`src/rtl/i2c_pkg.sv`:
```
// Shared constants for the I2C init sequencer: status masks, table markers, FSM states.
// States DELAY/NEXT exist only when I2C_SEQ_DELAY_EN is defined.
package i2c_pkg;

   localparam logic [7:0] ADDR_NACK = 8'h01;
   localparam logic [7:0] ADDR_ACK  = 8'h02;
   localparam logic [7:0] REG_NACK  = 8'h04;
   localparam logic [7:0] REG_ACK   = 8'h08;
   localparam logic [7:0] DATA_NACK = 8'h10;
   localparam logic [7:0] DATA_ACK  = 8'h20;
   localparam logic [7:0] ALL_ACK   = ADDR_ACK | REG_ACK | DATA_ACK;

   localparam logic [7:0] END_MARK   = 8'hFF;
   localparam logic [7:0] DELAY_MARK = 8'hFE;

   // Engine i2c_busy is inverted: high means idle.
   localparam logic I2C_NOT_BUSY = 1'b1;
   localparam logic I2C_BUSY     = 1'b0;

`ifdef I2C_SEQ_DELAY_EN
   typedef enum logic [3:0] {
      S_IDLE, S_FETCH, S_LOAD, S_REQ, S_WAIT_BUSY, S_WAIT_DONE,
      S_RELEASE, S_CHECK, S_DONE, S_ERROR, S_DELAY, S_NEXT
   } seq_state_e;
`else
   typedef enum logic [3:0] {
      S_IDLE, S_FETCH, S_LOAD, S_REQ, S_WAIT_BUSY, S_WAIT_DONE,
      S_RELEASE, S_CHECK, S_DONE, S_ERROR
   } seq_state_e;
`endif

   function automatic logic is_all_ack(input logic [7:0] status);
      return status == ALL_ACK;
   endfunction

endpackage

```
`src/rtl/i2c_seq_timer.sv`:
```
// Loadable saturating down-counter; zero is high once the count has run out.
module i2c_seq_timer #(
   parameter int CW = 8
) (
   input  logic          clock_i2c,
   input  logic          reset,
   input  logic          load,
   input  logic [CW-1:0] load_val,
   input  logic          dec,
   output logic          zero
);

   logic [CW-1:0] cnt_q, cnt_d;

   always_comb begin
      cnt_d = cnt_q;
      if (load)
         cnt_d = load_val;
      else if (dec && (cnt_q != '0))
         cnt_d = cnt_q - CW'(1);
   end

   always_ff @(posedge clock_i2c) begin
      if (!reset) cnt_q <= '0;
      else        cnt_q <= cnt_d;
   end

   assign zero = (cnt_q == '0);

endmodule

```
`src/rtl/i2c_init_sequencer.sv`:
```
// Walks a table of {addr,reg,data} writes through the single-byte I2C engine with retry/timeout.
// Define I2C_SEQ_DELAY_EN to treat addr 8'hFE entries as data*DELAY_UNIT cycle delays.
module i2c_init_sequencer
   import i2c_pkg::*;
#(
   parameter int TBL_AW     = 6,
   parameter int MAX_RETRY  = 3,
   parameter int TIMEOUT    = 200,
   parameter int DELAY_UNIT = 100
) (
   input  logic              clock_i2c,
   input  logic              reset,
   input  logic              start,
   output logic [TBL_AW-1:0] tbl_index,
   input  logic [23:0]       tbl_entry,
   output logic [7:0]        slave_address,
   output logic [7:0]        slave_register,
   output logic [7:0]        slave_data,
   output logic              enable_send,
   input  logic              i2c_busy,
   input  logic [7:0]        i2c_status,
   output logic              seq_busy,
   output logic              seq_done,
   output logic              seq_error,
   output logic [TBL_AW-1:0] fail_index,
   output logic [7:0]        fail_status
);

   localparam int RW = (MAX_RETRY < 1) ? 1 : $clog2(MAX_RETRY + 1);
`ifdef I2C_SEQ_DELAY_EN
   localparam int CNT_W = 24;
`else
   localparam int CNT_W = (TIMEOUT < 2) ? 1 : $clog2(TIMEOUT);
`endif

   if (TIMEOUT < 1 || DELAY_UNIT < 1) begin : g_bad_param
      $error("i2c_init_sequencer: TIMEOUT and DELAY_UNIT must be at least 1");
   end

   seq_state_e        state_q, state_d;
   logic [TBL_AW-1:0] tbl_index_q, tbl_index_d;
   logic [7:0]        slave_address_q, slave_address_d;
   logic [7:0]        slave_register_q, slave_register_d;
   logic [7:0]        slave_data_q, slave_data_d;
   logic              enable_send_q, enable_send_d;
   logic              seq_busy_q, seq_busy_d;
   logic              seq_done_q, seq_done_d;
   logic              seq_error_q, seq_error_d;
   logic [TBL_AW-1:0] fail_index_q, fail_index_d;
   logic [7:0]        fail_status_q, fail_status_d;
   logic [RW-1:0]     retry_q, retry_d;

   logic              tmr_load, tmr_dec, tmr_zero;
   logic [CNT_W-1:0]  tmr_val;

   i2c_seq_timer #(.CW(CNT_W)) u_timer (
      .clock_i2c (clock_i2c),
      .reset     (reset),
      .load      (tmr_load),
      .load_val  (tmr_val),
      .dec       (tmr_dec),
      .zero      (tmr_zero)
   );

   always_comb begin
      state_d          = state_q;
      tbl_index_d      = tbl_index_q;
      slave_address_d  = slave_address_q;
      slave_register_d = slave_register_q;
      slave_data_d     = slave_data_q;
      enable_send_d    = enable_send_q;
      seq_busy_d       = seq_busy_q;
      seq_done_d       = seq_done_q;
      seq_error_d      = seq_error_q;
      fail_index_d     = fail_index_q;
      fail_status_d    = fail_status_q;
      retry_d          = retry_q;
      tmr_load         = 1'b0;
      tmr_dec          = 1'b0;
      // Loading TIMEOUT-1 and expiring at zero gives exactly TIMEOUT cycles per wait.
      tmr_val          = CNT_W'(TIMEOUT - 1);

      unique case (state_q)
         S_IDLE, S_DONE, S_ERROR: begin
            if (start) begin
               tbl_index_d = '0;
               seq_done_d  = 1'b0;
               seq_error_d = 1'b0;
               retry_d     = '0;
               seq_busy_d  = 1'b1;
               state_d     = S_FETCH;
            end
         end
         S_FETCH: state_d = S_LOAD;
         S_LOAD: begin
            if (tbl_entry[23:16] == END_MARK) begin
               seq_done_d    = 1'b1;
               seq_busy_d    = 1'b0;
               enable_send_d = 1'b1;
               state_d       = S_DONE;
            end
`ifdef I2C_SEQ_DELAY_EN
            else if (tbl_entry[23:16] == DELAY_MARK) begin
               if (tbl_entry[7:0] == 8'h00) begin
                  state_d = S_NEXT;
               end else begin
                  tmr_load = 1'b1;
                  tmr_val  = CNT_W'(tbl_entry[7:0]) * CNT_W'(DELAY_UNIT) - CNT_W'(1);
                  state_d  = S_DELAY;
               end
            end
`endif
            else begin
               slave_address_d  = tbl_entry[23:16];
               slave_register_d = tbl_entry[15:8];
               slave_data_d     = tbl_entry[7:0];
               state_d          = S_REQ;
            end
         end
         S_REQ: begin
            enable_send_d = 1'b0;
            tmr_load      = 1'b1;
            state_d       = S_WAIT_BUSY;
         end
         S_WAIT_BUSY: begin
            if (i2c_busy == I2C_BUSY) begin
               tmr_load = 1'b1;
               state_d  = S_WAIT_DONE;
            end else if (tmr_zero) begin
               seq_error_d   = 1'b1;
               seq_busy_d    = 1'b0;
               enable_send_d = 1'b1;
               fail_index_d  = tbl_index_q;
               state_d       = S_ERROR;
            end else begin
               tmr_dec = 1'b1;
            end
         end
         S_WAIT_DONE: begin
            if (i2c_busy == I2C_NOT_BUSY) begin
               fail_status_d = i2c_status;
               state_d       = S_RELEASE;
            end else if (tmr_zero) begin
               seq_error_d   = 1'b1;
               seq_busy_d    = 1'b0;
               enable_send_d = 1'b1;
               fail_index_d  = tbl_index_q;
               state_d       = S_ERROR;
            end else begin
               tmr_dec = 1'b1;
            end
         end
         S_RELEASE: begin
            enable_send_d = 1'b1;
            state_d       = S_CHECK;
         end
         S_CHECK: begin
            if (is_all_ack(fail_status_q)) begin
               retry_d     = '0;
               tbl_index_d = tbl_index_q + TBL_AW'(1);
               state_d     = S_FETCH;
            end else if (retry_q < RW'(MAX_RETRY)) begin
               retry_d = retry_q + RW'(1);
               state_d = S_FETCH;
            end else begin
               seq_error_d  = 1'b1;
               seq_busy_d   = 1'b0;
               fail_index_d = tbl_index_q;
               state_d      = S_ERROR;
            end
         end
`ifdef I2C_SEQ_DELAY_EN
         S_DELAY: begin
            if (tmr_zero) state_d = S_NEXT;
            else          tmr_dec = 1'b1;
         end
         S_NEXT: begin
            tbl_index_d = tbl_index_q + TBL_AW'(1);
            state_d     = S_FETCH;
         end
`endif
         default: state_d = S_IDLE;
      endcase
   end

   always_ff @(posedge clock_i2c) begin
      if (!reset) begin
         state_q          <= S_IDLE;
         tbl_index_q      <= '0;
         slave_address_q  <= '0;
         slave_register_q <= '0;
         slave_data_q     <= '0;
         enable_send_q    <= 1'b1;
         seq_busy_q       <= 1'b0;
         seq_done_q       <= 1'b0;
         seq_error_q      <= 1'b0;
         fail_index_q     <= '0;
         fail_status_q    <= '0;
         retry_q          <= '0;
      end else begin
         state_q          <= state_d;
         tbl_index_q      <= tbl_index_d;
         slave_address_q  <= slave_address_d;
         slave_register_q <= slave_register_d;
         slave_data_q     <= slave_data_d;
         enable_send_q    <= enable_send_d;
         seq_busy_q       <= seq_busy_d;
         seq_done_q       <= seq_done_d;
         seq_error_q      <= seq_error_d;
         fail_index_q     <= fail_index_d;
         fail_status_q    <= fail_status_d;
         retry_q          <= retry_d;
      end
   end

   assign tbl_index      = tbl_index_q;
   assign slave_address  = slave_address_q;
   assign slave_register = slave_register_q;
   assign slave_data     = slave_data_q;
   assign enable_send    = enable_send_q;
   assign seq_busy       = seq_busy_q;
   assign seq_done       = seq_done_q;
   assign seq_error      = seq_error_q;
   assign fail_index     = fail_index_q;
   assign fail_status    = fail_status_q;

endmodule

```
`config.mk`:
```
export PLATFORM = sky130hd
export DESIGN_NAME = i2c_init_sequencer
export DESIGN_NICKNAME = d
export VERILOG_FILES = /design/src/rtl/i2c_pkg.sv /design/src/rtl/i2c_seq_timer.sv /design/src/rtl/i2c_init_sequencer.sv
export SDC_FILE = /design/constraint.sdc
export NUM_CORES = 1
export LEC_CHECK = 0
export ABC_AREA = 1
export CORE_MARGIN = 2
export CORE_UTILIZATION = 40
export DETAILED_ROUTE_END_ITERATION = 10
export HOLD_SLACK_MARGIN = 0.03
export PLACE_DENSITY_LB_ADDON = 0.25
export SLEW_MARGIN = 20
export SYNTH_ARGS = -nofsm -noshare
export SYNTH_HDL_FRONTEND = slang
export SYNTH_SLANG_ARGS = --single-unit
```
`constraint.sdc`:
```
create_clock -name clock_i2c -period 2.3 [get_ports clock_i2c]
set_input_delay 0.46 -clock clock_i2c [delete_from_list [all_inputs] [get_ports clock_i2c]]
set_output_delay 0.46 -clock clock_i2c [all_outputs]
set_load 0.03 [all_outputs]
```
==> flow_summary.ini <==
[floorplan]
fp.dieW_um = 89.7
ios = 84
core_area_um2 = 7180
die_y_um = 89.7
start_util_pct = 41.0
row_count = 31
dieArea_um2 = 8050

[grt]
grt_pass1_vias = 2864
antenna_found_initial = 0
overflow = 0
grt_pass1_wl_mm = 12.9
grt_use_total_pct = 19.3
grt_max_degree = 33

[drt]
wl_per_cell_um = 12.2
dr_total_vias = 3024
drtIter0Drc = 111
via_per_inst = 4.89
dr.pass1.iters = 5
postRouteWirelength_mm = 7.52
postRouteAntennaNets = 0
drt_drc_violations_left = 0

[setup_path]
cp_slowest_stage_delay_ns = 0.72
cp.depth = 1
crit_slowest_cell = clkdlybuf4s50_1
worstPathCellList = clkdlybuf4s50_1
critPathTopFamily = buffers and inverters
cp-startpoint = tbl_index[2]
cp-end-kind = output port
timing.rr.start = state_q[2]
crit_end = tbl_index[2]
cp-start-kind = flop
rrSetupSlack_ns = 0.61
worst-path-buf-inv = 1
reg2reg_depth = 9
cp.required_ns = 1.84
critPathMaxFanout = 6
worstPathArrival_ns = 1.50
rr_endpoint = seq_error
worst-setup-path-type = flop to output port

[synthesis]
synthArstFlopShare_pct = 0
yosysMostFrequentCell = nor2_1
synth_cell_types = 27
synth_edf_count = 0
ys.flop_type = dfxtp_1
yosys-top-cells-area = dfxtp_1 (42%), nor2_1 (13%), nand2_1 (10%)
ys_seq_area_share_pct = 42.2
syn_area_per_cell_um2 = 6.87
ys_warn_count = 0
yosysTopAreaCellShare_pct = 42.2
synth_seq_cells = 62
synth_nets = 468
synth_largest_area_cell = dfxtp_1
postSynthCellCount = 428
synth_common_cells = nor2_1 (105), nand2_1 (79), dfxtp_1 (62)
syn_area_um2 = 2940

[pwr]
internal_power_mw = 2.58
power.density_nw_per_um2 = 1080
p_leak_nw = 1.73
p_clk_share_pct = 21.8
p_switching_mw = 1.79
p_sw_share_pct = 40.9
combPwrFrac_pct = 44.5
ir_drop_mv = 0.425
seqPwrFrac_pct = 33.7
finalPower_mw = 4.37

[sta]
max_freq_mhz = 509
slew_viol_final = 0
setup_viol = 0
setup_tns_ns = 0
rsz0062_at_grt = false
hold_violations = 0
min_period_ns = 1.96
finalClockSkew_ns = 0.00902
fin_crit_sh_pct = 85.4
relSlewSlack_pct = 67.3
worstMarginPinSlew_ns = 0.490

[clock_tree]
ctsLongestPathBuffers = 2
cts_buffers = 9
cts_tree = done
htreeDepth = 3
cts_root_buffer = clkbuf_8
cts_setup_buffers = 0
cts.sinks = 62
insertion_delay_ns = 0.34
cts_hold_buffers = 0
cts_resized = 0
path_clk_slew_ns = 0.07

[finish]
fin_nets = 555
multiInputGateArea_um2 = 1490
nFillCells = 682
n_antenna_cell = 0
area_growth_pct = 38.2
drive_gt1_share_pct = 9.06
regArea_um2 = 1240

[placement]
dp_hpwl_mm = 5.36
place.gp.congestion = 0.840
portBuffers = 83

[status]
status = finished clean

[min_path]
hp-class = flop to flop

[job]
max-cap-violations = 0
## state kept, by name (all words and copies together) (netlist names), 2 cells and up
signal,count
fail_index,6
fail_status,8
retry_q,2
slave_address,8
slave_data,8
slave_register,8
state_q,4
tbl_index,6
u_timer.cnt_q,8
## cell type report
cell class	instances	share of cell area (%)
flip-flops and latches	62	30.5
inverters	39	3.66
clock buffers	10	3.39
multi-input cells	316	36.7
well taps	99	3.05
repair buffers	87	21.2
clock inverters	5	1.48
## how the worst min path moves through the flow
| stage | endpoint | depth (start not counted) | slack, ns | startpoint |
|---|---|---|---|---|
| 2_1_floorplan | retry_q[1] | 2 | 0.45 | retry_q[1] |
| 3_3_place_gp | slave_address[2] | 2 | 0.46 | slave_address[2] |
| 3_5_place_dp | slave_address[3] | 2 | 0.46 | slave_address[3] |
| 4_1_cts | seq_busy | 2 | 0.48 | seq_busy |
| 5_1_grt | slave_data[1] | 2 | 0.51 | slave_data[1] |
| 6_report | seq_busy | 2 | 0.47 | seq_busy |
## worst min-delay path: stages (launching register included)
cell and delay [ns]:
dfxtp_1 0.33, a21oi_1 0.05, nor2_1 0.07
## cells by family after synthesis
group                    share of synthesized area (%)
XOR/XNOR                                          2.38
adder cells (fa/ha/maj)                           1.70
AND/OR/NAND/NOR                                   32.6
buffers and inverters                             7.06
AO/OA/AOI/OAI                                     14.0
flip-flops                                        42.2
## metrics by stage
stage          instances  instance area, µm²  util, %  hold WS [ns]  worst slack, ns
2_1_floorplan        428                2940        -         0.447            0.794
3_3_place_gp         603                3870     53.9         0.456            0.405
3_5_place_dp         603                3870     53.9         0.461            0.352
4_1_cts              618                4060     56.6         0.477            0.322
5_1_grt              618                4060     56.6         0.505            0.260
6_report             618                4060     56.6         0.469            0.336
## cells in the final DEF (no fill, tap or decap)
master and count:
a21oi_1 26, a21oi_4 1, buf_4 4, bufinv_16 1, clkbuf_8 10, clkdlybuf4s50_1 83, clkinvlp_4 4, dfxtp_1 62
ha_1 4, inv_1 32, inv_2 6, inv_4 1, nand2_1 79, nand2_2 9, nand2_4 1, nand3_1 19
nand3_2 4, nand3b_1 1, nand4_1 1, nor2_1 105, nor2_4 3, nor3_1 1, o21ai_0 47, o21ai_1 3
o21ai_2 1, o31ai_1 1, or2_2 2, xnor2_1 4, xor2_1 4
## per-layer routing
layer / vias to the layer above / global-route usage, % / share of wire, %
met1: 1387 / 24.2 / 47
met3: 13 / 4.44 / 6.0
met5: - / 0 / 0
met4: 0 / 8.21 / 1.9
met2: 96 / 32.1 / 45
li1: 1528 / - / -
## power by group through the flow
stage                     clock network, mW  logic, mW  registers, mW
final                                 0.952       1.95           1.47
after global routing                   1.02       2.16           1.50
after CTS                             0.975       1.96           1.47
after detailed placement                  0       1.95           1.49
after global placement                    0       1.91           1.49
after floorplan                           0      0.965           1.84
Power figures use the tool's default switching activity.
==> patch, RTL diff (config.mk and constraints unchanged) <==
Encoding of `seq_state_e`: now Gray code (4 bits for 10 states).
--- a/src/rtl/i2c_pkg.sv
+++ b/src/rtl/i2c_pkg.sv
@@ -24,8 +24,8 @@
    } seq_state_e;
 `else
    typedef enum logic [3:0] {
-      S_IDLE, S_FETCH, S_LOAD, S_REQ, S_WAIT_BUSY, S_WAIT_DONE,
-      S_RELEASE, S_CHECK, S_DONE, S_ERROR
+      S_IDLE = 4'b0000, S_FETCH = 4'b0001, S_LOAD = 4'b0011, S_REQ = 4'b0010, S_WAIT_BUSY = 4'b0110, S_WAIT_DONE = 4'b0111,
+      S_RELEASE = 4'b0101, S_CHECK = 4'b0100, S_DONE = 4'b1100, S_ERROR = 4'b1101
    } seq_state_e;
 `endif
 
Function: same outputs for any inputs over 10 cycles, from zero or initial values and one cycle with reset low; not proved beyond that.
==> patch against the unedited design <==
  * Wire length decreased by 2.1%
  * Sequential share of layout area increased by 0.28 points
  * Critical path depth unchanged
  * Power down 1.9%
  * Maximum frequency is 2.9% lower
  * Via count shrank 3.4%
  * Core utilization increased by 2.0 points
  * Count of clock-buffer cells in the layout is the same
  * Area after synthesis down 1.9%
  * Sequential cell count did not move
  * Final cell count shrank 1.1%
  * Design area down 0.92%
  * Worst setup slack lost 58 ps
==> patch: results <==
finish:
  non_clock_inverter_count: 46
  multi_input_area_share_pct: 34.9
  nNetsFinal: 549
setup_path:
  rr_worst_depth: 11
  r2r_setup_slack_ps: 400
  cpPeakStageDelay_ps: 740
  crit_arrival_ps: 1560
timing:
  worst_slew_pin_slew_ps: 410
detailed_routing:
  viasPerCell: 4.78
  met2RoutedLength_mm: 3.38
  wl_met1_mm: 3.37
  firstDrtPassIters: 4
synthesis:
  synth_seq_area_share_pct: 43.0
  synth_area_leaders: "dfxtp_1 43%, nor2_1 12%, nand2_1 11%"
  synth_nets: 465
run_status:
  status: "finished, final reports clean"
grt:
  grtUsageMet1_pct: 25.2
  grt_pass1_vias: 2667
  grt_max_degree: 44
  grtUsageMet2_pct: 32.4
  grt_first_pass_wirelength_mm: 12.3
placement:
  gp_congestion: 0.874
pwr:
  p_leak_nw: 1.71
  seqPwrFrac_pct: 33.1
  vdd_drop_max_uv: 624
floorplan:
  fp.dieW_um: 88.9
[patch: cell types whose count changed after synthesis, sizes merged, moves of 3 or more]
cell	change
inv	+6
clkbuf	+3
nor2	-9
nand3	+11
o21ai	-11
[patch: per-stage QoR]
stage | util [%] | cell area (um2) | std cells | hold WS, ps | power (W)
floorplan | - | 2890 | 426 | 462 | 0.00268
global placement | 55.4 | 3800 | 595 | 438 | 0.00319
detailed placement | 55.4 | 3800 | 595 | 440 | 0.00322
CTS | 58.6 | 4030 | 611 | 449 | 0.00431
global route | 58.6 | 4030 | 611 | 488 | 0.00458
finish | 58.6 | 4030 | 611 | 446 | 0.00429
[patch: logic make-up after synthesis]
family / Yosys count / share of synthesized area [%]
buffers and inverters: 59 / 8.33
adders and majority gates: 3 / 1.30
DFF: 62 / 43.0
xor gates and xnor gates: 7 / 2.12
and+or+nand+nor: 228 / 33.5
AOI/OAI and AO/OA: 67 / 11.8
